==> config.mk <==
export PLATFORM = sky130hd
export DESIGN_NAME = seg7_sum_scanner
export DESIGN_NICKNAME = d
export VERILOG_FILES = /design/src/rtl/seg7_pkg.sv /design/src/rtl/seg7_decode.sv /design/src/rtl/seg7_sum_scanner.sv
export SDC_FILE = /design/constraint.sdc
export NUM_CORES = 1
export LEC_CHECK = 0
export BUFFER_PORTS_ARGS = -buffer_cell sky130_fd_sc_hd__buf_2
export CORE_UTILIZATION = 45
export DETAILED_ROUTE_END_ITERATION = 8
export GPL_TIMING_DRIVEN = 0
export PLACE_DENSITY = 0.69
export SLEW_MARGIN = 20
export SYNTH_ARGS = -nofsm -noshare
export SYNTH_HDL_FRONTEND = slang
export SYNTH_SLANG_ARGS = --single-unit
==> constraint.sdc <==
create_clock -name clk -period 2.04 [get_ports clk]
set_input_delay 0.612 -clock clk [delete_from_list [all_inputs] [get_ports clk]]
set_output_delay 0.612 -clock clk [all_outputs]
set_load 0.03 [all_outputs]
==> src/rtl/seg7_pkg.sv <==
// Shared seven-segment definitions: blank pattern and active-low hex glyph table.
// Segment order is {g,f,e,d,c,b,a}; a 0 lights the segment.
package seg7_pkg;

    localparam logic [6:0] SEG_OFF = 7'b1111111;

    localparam logic [6:0] HEX_GLYPHS [0:15] = '{
        7'b1000000, 7'b1111001, 7'b0100100, 7'b0110000,
        7'b0011001, 7'b0010010, 7'b0000010, 7'b1111000,
        7'b0000000, 7'b0010000, 7'b0001000, 7'b0000011,
        7'b1000110, 7'b0100001, 7'b0000110, 7'b0001110
    };

    function automatic logic [6:0] hex_to_seg7(input logic [3:0] nibble);
        return HEX_GLYPHS[nibble];
    endfunction

endpackage

==> src/rtl/seg7_decode.sv <==
// Combinational nibble to active-low seven-segment glyph.
// Kept as its own block so other display drivers can reuse it.
module seg7_decode
    import seg7_pkg::*;
(
    input  logic [3:0] i_nibble,
    output logic [6:0] o_seg
);

    assign o_seg = hex_to_seg7(i_nibble);

endmodule

==> src/rtl/seg7_sum_scanner.sv <==
// Captures input0+input1 on in_valid and shows the sum in hex on DIGITS
// time-multiplexed common-anode digits, with optional leading-zero blanking.
module seg7_sum_scanner
    import seg7_pkg::*;
#(
    parameter int IN_W     = 3,
    parameter int DIGITS   = 2,
    parameter int SCAN_DIV = 50000
) (
    input  logic              clk,
    input  logic              rst,
    input  logic              in_valid,
    input  logic [IN_W-1:0]   input0,
    input  logic [IN_W-1:0]   input1,
    input  logic              blank_lz,
    output logic [6:0]        seg,
    output logic [DIGITS-1:0] an,
    output logic [IN_W:0]     sum_q
);

    localparam int SUM_W = IN_W + 1;
    localparam int PAD_W = 4 * DIGITS;
    localparam int DIV_W = (SCAN_DIV > 1) ? $clog2(SCAN_DIV) : 1;
    localparam int IDX_W = (DIGITS > 1) ? $clog2(DIGITS) : 1;

    if (PAD_W < SUM_W) begin : g_chk_digits
        $fatal(1, "seg7_sum_scanner: 4*DIGITS must cover IN_W+1 sum bits");
    end
    if (SCAN_DIV < 2) begin : g_chk_div
        $fatal(1, "seg7_sum_scanner: SCAN_DIV must be at least 2");
    end

    logic [SUM_W-1:0]  r_sum;
    logic [DIV_W-1:0]  r_div;
    logic [IDX_W-1:0]  r_idx;
    logic [6:0]        r_seg;
    logic [DIGITS-1:0] r_an;

    logic              w_tick;
    logic [IDX_W-1:0]  w_next_idx;
    logic [PAD_W-1:0]  w_padded;
    logic [PAD_W-1:0]  w_upper;
    logic [3:0]        w_nibble;
    logic              w_blank;
    logic [6:0]        w_dec_seg;

    // Everything below is computed for the digit the coming tick will select,
    // so the output registers load glyph and enable for the same digit together.
    always_comb begin
        w_tick     = (r_div == DIV_W'(SCAN_DIV - 1));
        w_next_idx = (r_idx == IDX_W'(DIGITS - 1)) ? '0 : r_idx + 1'b1;
        w_padded   = PAD_W'(r_sum);
        w_upper    = w_padded >> {w_next_idx, 2'b00};
        w_nibble   = w_upper[3:0];
        w_blank    = blank_lz && (w_next_idx != '0) && (w_upper == '0);
    end

    seg7_decode u_decode (
        .i_nibble (w_nibble),
        .o_seg    (w_dec_seg)
    );

    // NOTE: state registers use non-blocking assignments so every block reads
    // pre-edge values; a tick coinciding with in_valid thus decodes the old sum.
    always_ff @(posedge clk or posedge rst) begin
        if (rst) begin
            r_sum <= '0;
        end else if (in_valid) begin
            r_sum <= {1'b0, input0} + {1'b0, input1};
        end
    end

    always_ff @(posedge clk or posedge rst) begin
        if (rst) begin
            r_div <= '0;
            r_idx <= '0;
            r_seg <= SEG_OFF;
            r_an  <= '1;
        end else begin
            r_div <= w_tick ? '0 : r_div + 1'b1;
            if (w_tick) begin
                r_idx <= w_next_idx;
                r_an  <= ~(DIGITS'(1) << w_next_idx);
                r_seg <= w_blank ? SEG_OFF : w_dec_seg;
            end
        end
    end

    assign seg   = r_seg;
    assign an    = r_an;
    assign sum_q = r_sum;

endmodule

**Word-level counts from Yosys, hierarchy flattened**

Memory sizes are Yosys's and may differ from the RTL's.
Index checks and enable logic that the tools add are counted.

- Output and inout port bits: 13
- Memories: 1
- Bits in registers: 30
- Memory bits (read-only): 112
- Input port bits: 10

- Equal/unequal tests: 1
- Shift operators: 2
- Magnitude comparators: 1
- Mux-type cells: 5
- Reduce and logical (&&, ||, !) cells: 3
- Add/subtract/negate cells: 3
- Bitwise gates (word level): 2

Memories:

| name | depth | bits a word | rd ports | clocked after Yosys merged registers in | wr ports | RTL line | source |
|---|---|---|---|---|---|---|---|
| (name not given) | 16 | 7 | 1 | 0 | 0 | seg7_pkg.sv:15 | `return HEX_GLYPHS[nibble];` |

Operator list:

| operator | count |
|---|---|
| 7-bit 2-to-1 mux | 3 |
| 16-bit by 1-bit adder with 16-bit output (second input constant) | 1 |
| 16-bit equality test (second input constant) | 1 |
| 16-bit 2-to-1 mux | 1 |
| 8-bit logical NOT | 1 |
| 4-bit by 3-bit right shift with 8-bit output | 1 |
| 5-bit >= comparator (second input constant) | 1 |
| 4-bit inverter with 5-bit output | 1 |
| 3-bit by 3-bit adder with 4-bit output | 1 |
| 1-bit logical AND | 2 |
| 2-bit inverter | 1 |
| 1-bit by 1-bit << shifter with 2-bit output (first input constant) | 1 |
| 1-bit adder (second input constant) | 1 |
| 1-bit 2-to-1 mux | 1 |

**Longest topological paths before layout**

Gate-level depths: netlist of the first run.

- Depth in word-level cells: 8
- Mapped depth: 8

**Hierarchy**

From an unflattened synthesis of the first run, not the netlist that was laid out.

- Cell total of the unflattened synthesis: 165
- Area total of the unflattened synthesis: 1720.4 um^2

Modules (own cells, without submodules):

| module | cells each | area each (um^2) | instances |
|---|---|---|---|
| seg7_sum_scanner | 133 | 1445.1 | 1 |
| seg7_decode | 32 | 275.3 | 1 |

**Worst setup path before layout of the first run**

Ideal clock, no wire load.

- Kind: register -> register
- Start: register r_idx
- End: register r_seg[3] (netlist: seg[3])
- Setup slack: 0.223 ns
- Cell stages (with the launch flop): 7
- Arrival: 1.736 ns
- Library setup time: 0.081 ns
- Clock period less this slack: 1.817 ns
- Required time: 1.959 ns
- Cell sequence: dfrtp_1 clkbuf_1 nand2_1 ha_1 or4bb_1 o211ai_1 a21oi_2

- Cells in the longest elaborated chain, start to end: 8
- Elaborated cells between the ends (all ways): 11
- Those cells by class: add/sub (1); shift (1); mux (4); bitwise (1); reduce/logical (3); memory (1)

Ends and longest elaborated chain:

| item | RTL line | source |
|---|---|---|
| from (decl) | seg7_sum_scanner.sv:35 | `logic [IDX_W-1:0] r_idx;` |
| from (signal assigned) | seg7_sum_scanner.sv:82 | `r_idx <= w_next_idx;` |
| 1-bit adder | seg7_sum_scanner.sv:51 | `w_next_idx = (r_idx == IDX_W'(DIGITS - 1)) ? '0 : r_idx + 1'b1;` |
| 1-bit 2-to-1 mux * | seg7_sum_scanner.sv:51 |  |
| 4-bit by 3-bit right shift with 8-bit output | seg7_sum_scanner.sv:53 | `w_upper = w_padded >> {w_next_idx, 2'b00};` |
| 4-bit inverter with 5-bit output (not written as such) | seg7_pkg.sv:15 |  |
| memory 16 x 7 bit | - |  |
| 7-bit 2-to-1 mux (not written as such) (2 in series) | seg7_pkg.sv:15 |  |
| 7-bit 2-to-1 mux * | seg7_sum_scanner.sv:84 | `r_seg <= w_blank ? SEG_OFF : w_dec_seg;` |
| to (signal assigned) | seg7_sum_scanner.sv:84 |  |
| to (decl) | seg7_sum_scanner.sv:36 | `logic [6:0] r_seg;` |

Mark *: on every way between the ends. The rest lies on a longest branch, timed or not. The select of a mux whose other input is x is not followed.
A chain may end at the register's enable or synchronous reset.

**Worst setup path in the final report of the first run**

- Start: register r_div[7]
- End: register r_div[8]

- Cells in the longest elaborated chain, start to end: 2
- Elaborated cells between the ends (all ways): 3
- Those cells by class: add/sub (1); eq/ne (1); mux (1)

Ends and longest elaborated chain:

| item | RTL line | source |
|---|---|---|
| from (decl) | seg7_sum_scanner.sv:34 | `logic [DIV_W-1:0] r_div;` |
| from (signal assigned) | seg7_sum_scanner.sv:80 | `r_div <= w_tick ? '0 : r_div + 1'b1;` |
| 16-bit by 1-bit adder with 16-bit output / 16-bit equality test (equally long branches) | seg7_sum_scanner.sv:80, seg7_sum_scanner.sv:50 |  |
| 16-bit 2-to-1 mux * | seg7_sum_scanner.sv:80 |  |

Mark *: on every way between the ends. The rest lies on a longest branch, timed or not.

==> results of run 1 <==
-- cell type report --
type	count	area, sq um
clock inverter	1	5.005
inverter	6	22.52
timing repair buffer	22	110.1
multi-input combinational	120	878.3
buffer	5	31.28
tap	46	57.56
fill	329	1515
clock buffer	7	86.33
sequential	30	762.0
-- critical path, cell delays in order (launching register included) --
cell and delay (ns):
dfrtp_1 0.44, or4b_1 0.58, nor4_4 0.47, buf_4 0.28, nor2_1 0.07
-- layout by cell type, fill, tap and decap left out, types with 3 or more instances in the layout --
cell / count
clkbuf_1: 3
nor3_1: 3
a21oi_1: 6
buf_2: 23
nand2b_1: 4
xor2_1: 4
inv_1: 5
xnor2_1: 11
ha_1: 11
o22ai_1: 3
nand2_1: 7
clkbuf_8: 6
a21oi_2: 8
mux2_2: 3
dfrtp_1: 21
nand3_1: 5
nand4_1: 5
nor2_1: 23
dfstp_2: 9
-- layer usage --
layer	vias to the layer above	part of all wire, %
met5	-	0
met4	0	1.9
met3	10	2.8
met2	22	48
met1	632	47
li1	619	-
-- through the flow --
step	utilization, %	worst slack, ns
after global routing	56.31	0.004863
after detailed placement	53.57	-0.07218
after global placement	53.57	-0.0002696
final	56.31	0.09317
after CTS	56.24	0.07850
after floorplan	-	0.2230
-- logic make-up (layout without fill, tap and decap cells) --
family | after synthesis | in the layout | share of synthesized area, %
AND/OR/NAND/NOR | 59 | 59 | 19.02
buffers and inverters | 11 | 41 | 3.109
flip-flops | 30 | 30 | 45.08
AO/OA/AOI/OAI | 28 | 28 | 11.84
multiplexers | 6 | 6 | 3.849
XOR/XNOR | 15 | 15 | 7.772
adder cells (fa/ha/maj) | 12 | 12 | 9.326
-- sequential cells by signal, indices dropped and copies added (netlist names) --
name,count
r_div,16
seg,7
sum_q,4
an,2
r_idx,1
-- power breakdown --
group	internal, mW	switching [mW]
logic	0.0522	0.0863
clock network	0.272	0.224
registers	0.609	0.0217
-- final timing paths --
kind / startpoint / endpoint / slack [ns] / cells past startpoint
max: r_div[7] / r_div[8] / 0.09 / 4
min in group clk: r_div[5] / r_div[5] / 0.49 / 1
max reg2reg: r_div[7] / r_div[8] / 0.09 / 4
max in group asynchronous: rst / r_div[5] / 1.22 / 2
min: rst / sum_q[1] / 0.40 / 2
min reg2reg: r_div[5] / r_div[5] / 0.49 / 1
==> reports/metrics.yaml, run 1 <==
timing:
  rsz0062_at_grt: "no"
  slew_viol_final: 0
  timing.slew.headroom_pct: 58.37
  timing.final.crit_share_pct: 95.43
  skew_ns: 0.008643
  finalCriticalPeriod_ns: 1.947
  fmax_ghz: 0.5137
  holdWs_ns: 0.3983
  fin_tns_setup_ns: 0
  hold_viol: 0
  setup_viol: 0
  worst_pin_slew_ns: 0.6236
synthesis:
  synthTopCellsByArea: "dfrtp_1 (31%), dfstp_2 (14%), ha_1 (8.1%)"
  synthCells: 161
  synth_flop_cell: "dfrtp_1"
  yosysTopAreaCellShare_pct: 31.09
  synth_cell_types: 42
  synth-seq-area-share_pct: 45.08
  synthTopCellsByCount: "nor2_1 (23), dfrtp_1 (21), ha_1 (11), xnor2_1 (11), dfstp_2 (9)"
  synth_fp_nets: 183
  syn_area_sq_um: 1690
  yosysTopAreaCell: "dfrtp_1"
  synth.most_common_cell: "nor2_1"
  synth_edf_count: 0
  synth_async_sr_flop_share_pct: 100.0
  synth_seq_cells: 30
  ys_warn_count: 0
  synth.avg_cell_area_sq_um: 10.50
setup_path:
  worstSetupStartpointType: "flip-flop"
  critPathMaxFanout: 10
  end_kind: "flip-flop"
  worstSetupPathType: "flip-flop to flip-flop"
  cp.required_ns: 2.21
  cp.arrival_ns: 2.11
detailed_routing:
  via_per_inst: 5.414
  drc: 0
  wirelength_um: 3416
  wl_per_cell_um: 14.41
  first_pass_iters: 4
  drt_iter0_drc: 43
  vias: 1283
  drtAntennaViolNets: 0
grt:
  grt-busiest-layer: "met2"
  grt_max_degree: 31
  antenna_found_initial: 0
  grt_usage_pct: 18.77
  grtUsageMet1_pct: 24.01
  use_met3_pct: 3.804
  grt_pass1_vias: 1282
  grt_pass1_wl_um: 5789
  gr-usage-met2_pct: 30.91
  globalRouteOverflowTotal: 0
layout:
  finalInstanceArea_sq_um: 1953
  fin_nets: 212
  n_antenna_cell: 0
  fin_cells: 237
  drive_gt1_share_pct: 29.84
  area_growth_pct: 15.54
clocking:
  cts_setup_buffers: 0
  clk_latency_ns: 0.28
  clk_pin_slew_ns: 0.07
  cts_tree: "done"
  hold_buffers: 0
  cts-root-buf: "clkbuf_8"
  cts_buffers: 5
  clk_path_buf_depth: 2
  cts-htree-levels: 2
  cts.sinks: 30
  cts_resized: 1
floorplan:
  io_pins: 23
  core_sq_um: 3468
  die_w_um: 63.29
  row_count: 21
  dieArea_sq_um: 4006
  start_util_pct: 48.74
  chipHeight_um: 63.29
pwr:
  leakage_nw: 0.8773
  power_density_nw_per_um2: 647.3
  totalPowerFinal_mw: 1.264
  vdd_drop_max_uv: 270.4
placement:
  dp_hpwl_um: 2464
  placed_area_sq_um: 1858
  place.gp.congestion: 0.8777
  place_inst: 229
  portBuffers: 22
min_path:
  hp-class: "primary input to asynchronous set/reset pin"
outcome:
  status: "finished, final reports clean"
flow_run:
  cap_viol_max_count: 0
(Power assumes the default switching activity.)
==> inputs of run 2 (changes only) <==
--- a/config.mk
+++ b/config.mk
@@ -6,10 +6,10 @@
 export NUM_CORES = 1
 export LEC_CHECK = 0
 export BUFFER_PORTS_ARGS = -buffer_cell sky130_fd_sc_hd__buf_2
-export CORE_UTILIZATION = 45
+export CORE_UTILIZATION = 29
 export DETAILED_ROUTE_END_ITERATION = 8
 export GPL_TIMING_DRIVEN = 0
-export PLACE_DENSITY = 0.69
+export PLACE_DENSITY = 0.5
 export SLEW_MARGIN = 20
 export SYNTH_ARGS = -nofsm -noshare
 export SYNTH_HDL_FRONTEND = slang
==> reports/metrics.yaml, run 2 (synthesis results as in run 1) <==
detailed_routing:
  first_pass_iters: 4  # unchanged
  wirelength_um: 3325  # was 3416 um
  wl_per_cell_um: 12.64  # was 14.41 um
  drc: 0  # unchanged
  top_layer: "met4"  # unchanged
  drtAntennaViolNets: 0  # unchanged
  via_per_inst: 4.601  # was 5.414
  wl_met2_um: 1533  # was 1645 um
  met3_length_um: 124  # was 95 um
  wirelength_met1_um: 1642  # was 1610 um
  vias: 1210  # was 1283
  drt_iter0_drc: 48  # was 43
clocking:
  clk_path_buf_depth: 2  # unchanged
  cts.sinks: 30  # unchanged
  cts_setup_buffers: 0  # unchanged
  clk_latency_ns: 0.28  # about the same
  clk_pin_slew_ns: 0.07  # about the same
  cts_tree: "done"  # unchanged
  cts-htree-levels: 2  # unchanged
  cts-root-buf: "clkbuf_8"  # unchanged
  cts_buffers: 5  # unchanged
layout:
  area_growth_pct: 17.84  # was 15.54%
  largest_register_ffs: 16  # unchanged
  fin_nets: 212  # unchanged
  nFillCells: 584  # was 329
  top_register: "r_div"  # unchanged
  n_antenna_cell: 0  # unchanged
  utilization_pct: 35.74  # was 56.31%
  final_common_cell: "nor2_1"
  final_cell_mix: "nor2_1 (23), buf_2 (22), dfrtp_1 (21)"  # was buf_2 (23), nor2_1 (23), dfrtp_1 (21)
  drive_gt1_share_pct: 30.37  # was 29.84%
  finalInstanceArea_sq_um: 1992  # was 1953 sq um
outcome:
  status: "finished, final reports clean"  # unchanged
grt:
  grt_usage_pct: 12.36  # was 18.77%
  grt_max_degree: 31  # unchanged
  grt_pass1_wl_um: 5996  # was 5789 um
  grt_pass1_vias: 1299  # was 1282
  antenna_found_initial: 0  # unchanged
  globalRouteOverflowTotal: 0  # unchanged
pwr:
  power_density_nw_per_um2: 633.8  # was 647.3 nW/um^2
  leakage_nw: 0.8755  # was 0.8773 nW
  vdd_drop_max_uv: 298.0  # was 270.4 uV
timing:
  skew_ns: 0.007885  # was 0.008643 ns
  timing.final.crit_share_pct: 94.51  # was 95.43%
  slew_viol_final: 0  # unchanged
  fmax_ghz: 0.5187  # was 0.5137 GHz
  timing.slew.headroom_pct: 56.29  # was 58.37%
  hold_viol: 0  # unchanged
  holdWs_ns: 0.4217  # was 0.3983 ns
  setup_viol: 0  # unchanged
  finalCriticalPeriod_ns: 1.928  # was 1.947 ns
  fin_ws_ns: 0.1121  # was 0.09317 ns
  worst_pin_slew_ns: 0.6547  # was 0.6236 ns
  rsz0062_at_grt: "no"  # unchanged
setup_path:
  worstPathCellList: "or4b_1, nor4_4, and2b_2, a21oi_2"  # was or4b_1, nor4_4, buf_4, nor2_1
  end_kind: "flip-flop"  # unchanged
  critPathMaxFanout: 6  # was 10
  cp.required_ns: 2.24  # was 2.21 ns
  crit_slowest_cell: "or4b_1"  # unchanged
  worstSetupPathType: "flip-flop to flip-flop"  # unchanged
  worstSetupStartpointType: "flip-flop"  # unchanged
  cp.arrival_ns: 2.13  # was 2.11 ns
  slowest_delay_ns: 0.57  # was 0.58 ns
floorplan:
  chipHeight_um: 78.35  # was 63.29 um
  start_util_pct: 30.33  # was 48.74%
  row_count: 27  # was 21
  io_pins: 23  # unchanged
  die_w_um: 78.35  # was 63.29 um
  dieArea_sq_um: 6138  # was 4006 sq um
  core_sq_um: 5574  # was 3468 sq um
placement:
  place.gp.congestion: 0.7558  # was 0.8777
  placed_area_sq_um: 1891  # was 1858 sq um
  dp_hpwl_um: 2432  # was 2464 um
  portBuffers: 22  # unchanged
  place_ws_ns: -0.1431  # was -0.07218 ns
flow_run:
  cap_viol_max_count: 0  # unchanged
min_path:
  hp-class: "primary input to asynchronous set/reset pin"  # unchanged
-- run 2: cell types whose count changed in the layout (fill, tap and decap cells not counted), sizes merged --
cell / previous run / this run
buf: 25 / 24
clkinvlp: 0 / 1
-- run 2: worst max-delay path: cells and delay by family (launching register included) --
kind / cells / cell delay, ns
compound gates: 1 / 0.07
simple gates: 3 / 1.35
flops: 1 / 0.44
-- run 2: timing repair --
action | in CTS | in global routing
setup endpoints to repair | 7 | 1
resized for setup | 1 | 3
hold buffers | 0 | 0
-- run 2: path summary, 6_finish.rpt --
check	from	endpoint	slack [ns]	cells past startpoint
worst min-delay path	rst	sum_q[1]	0.42	2
max in group asynchronous	rst	r_div[9]	1.19	2
worst max-delay path	r_div[7]	seg[0]	0.11	4
worst max register to register	r_div[7]	seg[0]	0.11	4
min in group clk	r_div[0]	r_div[0]	0.49	1
worst min register to register	r_div[0]	r_div[0]	0.49	1
-- run 2: stage by stage --
| stage | power, mW | std cells | TNS [ns] |
|---|---|---|---|
| 2_1_floorplan | 0.7289 | 161 | 0 |
| 3_3_place_gp | 0.7767 | 255 | -0.3086 |
| 3_5_place_dp | 0.7763 | 255 | -0.4376 |
| 4_1_cts | 1.286 | 263 | 0 |
| 5_1_grt | 1.332 | 263 | 0 |
| 6_report | 1.262 | 263 | 0 |
-- run 2: report_power, final --
group | total (mW) | switching [mW] | internal (mW)
combinational | 0.136 | 0.0844 | 0.0518
sequential | 0.629 | 0.0202 | 0.608
clock | 0.498 | 0.227 | 0.271
total | 1.26 | 0.331 | 0.931
-- run 2: area by class of cell --
type | instances | area, sq um | share of cell area [%]
clock inverters | 2 | 12.51 | 0.6281
inverters | 6 | 22.52 | 1.131
well taps | 72 | 90.09 | 4.523
multi-input cells | 120 | 878.3 | 44.10
clock buffers | 6 | 82.58 | 4.146
flip-flops and latches | 30 | 762.0 | 38.25
plain buffers | 5 | 33.78 | 1.696
repair buffers | 22 | 110.1 | 5.528
-- run 2: routing by layer --
metal | up-vias | GRT usage, %
met4 | 0 | 3.333
met1 | 557 | 15.30
li1 | 619 | -
met5 | - | 0
met2 | 29 | 20.88
met3 | 5 | 3.605
